## src/rtl/bsg_cgol_ctrl.sv

```systemverilog
// bsg_cgol_ctrl
//
// Sequencing controller for a square array of bsg_cgol_cell instances.
// A seed board and a generation count arrive over a valid/ready handshake.
// The seed is loaded into the cells with a one-cycle update pulse. The cells
// are then stepped for the requested number of generations (saturated to
// max_game_length_p). The final board is presented over a valid/yumi
// handshake.
//
// Optional build macro: BSG_CGOL_CTRL_EARLY_EXIT_EN
//   When defined, the controller keeps a snapshot of the board from the
//   previous simulation cycle. It stops stepping early as soon as the board
//   stops changing (a still life; an all-dead board counts as one).
//
// Ports:
//   clk_i          clock
//   reset_i        synchronous active-high reset
//   v_i            seed board and frame count valid
//   ready_o        controller can accept a new game
//   data_i         seed board, bit r*board_width_p+c is cell (r,c)
//   frames_i       generations to simulate
//   update_o       load strobe to every cell's update_i
//   update_val_o   per-cell load value (bit k to cell k)
//   en_o           step enable to every cell's en_i
//   board_cells_i  per-cell current state (bit k from cell k)
//   v_o            final board valid
//   data_o         final board
//   steps_o        generations actually executed
//   yumi_i         consumer takes the result

`ifndef BSG_SAFE_CLOG2
`define BSG_SAFE_CLOG2(x) (((x) == 1) ? 1 : $clog2((x)))
`endif

module bsg_cgol_ctrl #(
  parameter  int board_width_p     = 8,
  parameter  int max_game_length_p = 1023,
  localparam int num_cells_lp      = board_width_p * board_width_p,
  localparam int lg_len_lp         = `BSG_SAFE_CLOG2(max_game_length_p + 1)
) (
  input  logic                    clk_i,
  input  logic                    reset_i,
  input  logic                    v_i,
  output logic                    ready_o,
  input  logic [num_cells_lp-1:0] data_i,
  input  logic [lg_len_lp-1:0]    frames_i,
  output logic                    update_o,
  output logic [num_cells_lp-1:0] update_val_o,
  output logic                    en_o,
  input  logic [num_cells_lp-1:0] board_cells_i,
  output logic                    v_o,
  output logic [num_cells_lp-1:0] data_o,
  output logic [lg_len_lp-1:0]    steps_o,
  input  logic                    yumi_i
);

  typedef enum logic [1:0] {
    eIdle = 2'd0,
    eLoad = 2'd1,
    eSim  = 2'd2,
    eDone = 2'd3
  } state_e;

  localparam logic [lg_len_lp-1:0] max_len_lp = lg_len_lp'(max_game_length_p);

  state_e                  state_r, state_n_s;
  logic [lg_len_lp-1:0]    frames_r, frames_n_s;
  logic [lg_len_lp-1:0]    steps_r, steps_n_s;
  logic [num_cells_lp-1:0] update_val_r, update_val_n_s;
  logic [lg_len_lp-1:0]    frames_sat_s;
  logic                    ready_s, update_s, en_s, v_s;
  logic                    still_s;

  // Clamp the requested count to the largest supported game length.
  always_comb begin
    if (frames_i > max_len_lp) begin
      frames_sat_s = max_len_lp;
    end else begin
      frames_sat_s = frames_i;
    end
  end

`ifdef BSG_CGOL_CTRL_EARLY_EXIT_EN
  logic [num_cells_lp-1:0] snapshot_r;

  // Capture the board every simulation cycle for still-life detection.
  always_ff @(posedge clk_i) begin
    if (reset_i) begin
      snapshot_r <= '0;
    end else if (state_r == eSim) begin
      snapshot_r <= board_cells_i;
    end else begin
      snapshot_r <= snapshot_r;
    end
  end

  // steps_r is zero only in the first eSim cycle, before any snapshot exists.
  assign still_s = (steps_r != '0) && (board_cells_i == snapshot_r);
`else
  assign still_s = 1'b0;
`endif

  // Next-state and output decode.
  always_comb begin
    state_n_s      = state_r;
    frames_n_s     = frames_r;
    steps_n_s      = steps_r;
    update_val_n_s = update_val_r;
    ready_s        = 1'b0;
    update_s       = 1'b0;
    en_s           = 1'b0;
    v_s            = 1'b0;
    case (state_r)
      eIdle: begin
        ready_s = 1'b1;
        if (v_i) begin
          update_val_n_s = data_i;
          frames_n_s     = frames_sat_s;
          steps_n_s      = '0;
          state_n_s      = eLoad;
        end else begin
          state_n_s = eIdle;
        end
      end
      eLoad: begin
        update_s = 1'b1;
        if (frames_r != '0) begin
          state_n_s = eSim;
        end else begin
          state_n_s = eDone;
        end
      end
      eSim: begin
        if (still_s) begin
          // Board stopped changing: freeze the cells and report steps so far.
          state_n_s = eDone;
        end else begin
          en_s       = 1'b1;
          frames_n_s = frames_r - lg_len_lp'(1);
          steps_n_s  = steps_r + lg_len_lp'(1);
          if (frames_r == lg_len_lp'(1)) begin
            state_n_s = eDone;
          end else begin
            state_n_s = eSim;
          end
        end
      end
      eDone: begin
        v_s = 1'b1;
        if (yumi_i) begin
          state_n_s = eIdle;
        end else begin
          state_n_s = eDone;
        end
      end
      default: begin
        state_n_s = eIdle;
      end
    endcase
  end

  // State, counters and load-value registers.
  always_ff @(posedge clk_i) begin
    if (reset_i) begin
      state_r      <= eIdle;
      frames_r     <= '0;
      steps_r      <= '0;
      update_val_r <= '0;
    end else begin
      state_r      <= state_n_s;
      frames_r     <= frames_n_s;
      steps_r      <= steps_n_s;
      update_val_r <= update_val_n_s;
    end
  end

  // Handshake and control strobes are held low for the whole reset cycle.
  assign ready_o      = ready_s  & ~reset_i;
  assign update_o     = update_s & ~reset_i;
  assign en_o         = en_s     & ~reset_i;
  assign v_o          = v_s      & ~reset_i;
  assign update_val_o = update_val_r;
  assign steps_o      = steps_r;
  // Cells are frozen in eDone, so the live board is the stable result.
  assign data_o       = board_cells_i;

endmodule

```

## config.mk

```make
export PLATFORM = sky130hd
export DESIGN_NAME = bsg_cgol_ctrl
export DESIGN_NICKNAME = d
export VERILOG_FILES = /design/src/rtl/bsg_cgol_ctrl.sv
export SDC_FILE = /design/constraint.sdc
export NUM_CORES = 1
export LEC_CHECK = 0
export ABC_AREA = 0
export BUFFER_PORTS_ARGS = -buffer_cell sky130_fd_sc_hd__clkbuf_2
export CELL_PAD_IN_SITES_DETAIL_PLACEMENT = 0
export CELL_PAD_IN_SITES_GLOBAL_PLACEMENT = 2
export CORE_ASPECT_RATIO = 1.2
export CORE_MARGIN = 1.5
export CORE_UTILIZATION = 22
export CTS_CLUSTER_SIZE = 24
export DETAILED_ROUTE_END_ITERATION = 16
export GPL_TIMING_DRIVEN = 0
export PLACE_DENSITY_LB_ADDON = 0.1
export SLEW_MARGIN = 20
export SYNTH_ARGS = -nofsm -noshare
export SYNTH_HDL_FRONTEND = slang
export SYNTH_SLANG_ARGS = --single-unit
```

## constraint.sdc

```tcl
create_clock -name clk_i -period 3.1 [get_ports clk_i]
set_clock_uncertainty 0.05 [all_clocks]
set_input_delay 0.31 -clock clk_i [delete_from_list [all_inputs] [get_ports clk_i]]
set_output_delay 0.31 -clock clk_i [all_outputs]
set_load 0.03 [all_outputs]
```

==> metrics.yaml <==
run_status:
  outcome: "complete, no violations"
floorplanning:
  die_w_um: 124
  fp.coreArea_mm2: 0.0170
  row_count: 52
  dieHeight_um: 148
  die-area_mm2: 0.0184
  initial_utilization: 0.227
  pin_count: 284
pwr:
  total_leakage_power_nw: 2.62
  power.switching_mw: 1.02
  pwr-share-seq: 0.411
  p_int_mw: 2.03
  combPwrFrac: 0.267
  powerDensity_mw_per_mm2: 555
  peakVddDrop_uv: 205
  p_sw_frac: 0.334
  clkPwrFrac: 0.322
route:
  wl_per_cell_um: 13.7
  dr.first_iter.drc_count: 127
  num_vias: 3935
  drc: 0
  drt_pass1_iterations: 4
  via_per_inst: 4.21
  drtAntennaViolNets: 0
  wirelength_um: 12800
logic_synthesis:
  syn_nets: 631
  seq_area_frac_synth: 0.445
  synth-async-reset-ratio: 0
  syn_avg_cell_area_um2: 7.97
  syn_inst: 486
  ys_seq_elements: 86
  synth_cell_types: 45
  synth_ff_type: "dfxtp_1"
  syn_area_mm2: 0.00387
  synth_edf_count: 0
  ys_warn_count: 0
clock_tree:
  cts_htree_levels: 3
  postCtsResizedCells: 0
  clock_sinks: 86
  postCtsSetupRepairBufs: 0
  cts_tree: "yes"
  cts-root-buf: "clkbuf_16"
  cts_buffers: 9
  cts.path.max_buffers: 2
  worstSkewPairLatency_ns: 0.34
  cts_hold_buffers: 0
  clk_pin_slew_ns: 0.06
final_layout:
  area_growth_syn_to_layout_pct: 41.8
  finalInstanceArea_mm2: 0.00549
  drive_above_1_share: 0.440
  diodes: 0
  fill_cells: 1905
  layout.nets: 860
critical_path:
  worstPathArrival_ns: 1.66
  start_kind: "flip-flop"
  crit_path_max_fanout: 10
  critical_path_class: "reg2out"
  crit_required_ns: 2.74
  critPathCaptureType: "output port"
placed_design:
  portBuffers: 218
  dp_hpwl_um: 9780
  dpl_cell_area_mm2: 0.00523
  place.gp.congestion: 0.759
timing:
  final-setup-viol-count: 0
  min_period_ns: 2.02
  finalSetupTns_ns: 0
  fin_crit_sh: 0.651
  hold_violations: 0
  drv_slew: 0
  worst_slew_pin_slew_ns: 0.612
  fmax_ghz: 0.495
  relSlewSlack: 0.592
  rsz0062_at_grt: "no"
worst_hold_path:
  hold_class: "in2reg"
grt:
  grt_pass1_wl_um: 19100
  grt_pass1_vias: 3620
  antenna_found_initial: 0
  grt_overflow: 0
  grt_max_degree: 13
  grtUsageTotal: 0.135
flow_run:
  cap_violations: 0
per-stage QoR:
stage | util | std cells | hold slack [ns] | total power [mW] | worst slack (ns)
detailed placement | 0.307 | 920 | 0.397 | 2.10 | 1.02
CTS | 0.322 | 934 | 0.116 | 3.11 | 1.01
global route | 0.322 | 934 | 0.132 | 3.23 | 0.904
floorplan | - | 486 | 0.370 | 1.84 | 1.32
finish | 0.322 | 934 | 0.135 | 3.05 | 1.08
global placement | 0.307 | 920 | 0.391 | 2.09 | 0.976
flip-flops by register name, indices dropped and copies added (netlist names):
name and flops:
frames_r 10, state_r 2, steps_o 10, update_val_o 64
per-layer routing:
layer,GRT usage,part of all wire,vias to the layer above
li1,-,-,2017
met1,0.165,0.43,1774
met2,0.226,0.49,135
met3,0.0322,0.073,9
met4,0.0545,0.012,0
met5,0,0,-
power by group through the flow:
stage / registers [mW] / clock network, mW / logic, mW
global placement: 1.27 / 0 / 0.819
floorplan: 1.40 / 0 / 0.436
CTS: 1.25 / 1.03 / 0.826
global route: 1.26 / 1.08 / 0.888
finish: 1.25 / 0.983 / 0.813
detailed placement: 1.28 / 0 / 0.825
synthesized netlist by cell type, types with 2 or more instances:
cell type	count	area [um2]
a211oi_1	2	15.0
a21oi_1	80	400
a22oi_1	3	22.5
a31oi_1	8	50.1
and2b_1	2	15.0
buf_2	10	50.1
buf_4	68	510
buf_6	2	22.5
clkbuf_1	15	56.3
dfxtp_1	86	1720
ha_1	3	37.5
inv_1	3	11.3
nand2_1	136	510
nand3_1	7	35.0
nand3b_1	5	37.5
nand4_1	3	18.8
nor2_1	11	41.3
nor3_1	5	25.0
nor3b_1	2	15.0
o211ai_1	3	22.5
o21ai_0	2	10.0
o21ai_1	5	25.0
or3_1	3	18.8
final timing paths:
path               startpoint                to  slack, ns  cells after the start
max                state_r[0]              en_o       1.08                      4
min                data_i[13]  update_val_o[13]       0.13                      3
max reg2reg        state_r[1]       frames_r[7]       1.52                      5
min reg2reg  update_val_o[53]  update_val_o[53]       0.40                      2
kinds of logic (layout without fill, tap and decap cells):
group	count (synthesis)	in the layout	share of synthesized area
simple gates	187	187	0.216
compound gates	110	110	0.156
buf+inv	98	330	0.168
flops	86	86	0.445
fa+ha+maj	3	3	0.00969
mux	2	2	0.00549
cell type report:
| cell class | instances | area [um2] | share of cell area |
|---|---|---|---|
| clock buffer | 12 | 246 | 0.0449 |
| buffer | 95 | 639 | 0.116 |
| multi-input combinational | 302 | 1500 | 0.273 |
| timing repair buffer | 218 | 1090 | 0.199 |
| tap | 216 | 270 | 0.0492 |
| inverter | 3 | 11.3 | 0.00205 |
| clock inverter | 2 | 10.0 | 0.00182 |
| sequential | 86 | 1720 | 0.314 |
critical path, stage by stage (launching register included):
cell	delay, ns
dfxtp_1	0.38
nand2b_1	0.15
clkbuf_1	0.48
nor2_1	0.10
clkbuf_2	0.21
cell usage in the layout, fill, tap and decap left out, types with 2 or more instances in the layout:
cell type and count:
a211oi_1 2, o21ai_1 5, or3_1 3, inv_1 3, a22oi_1 3, clkbuf_16 9
clkbuf_2 218, nor2_1 11, a31oi_1 8, o211ai_1 3, nand3b_1 5, buf_2 10
clkbuf_1 17, nand4_1 3, buf_6 2, and2b_1 2, dfxtp_1 86, nor3_1 5
buf_4 68, o21ai_0 2, ha_1 3, clkinv_2 2, a21oi_1 80, nand2_1 136
nor3b_1 2, nand3_1 7
Power figures use the tool's default switching activity.
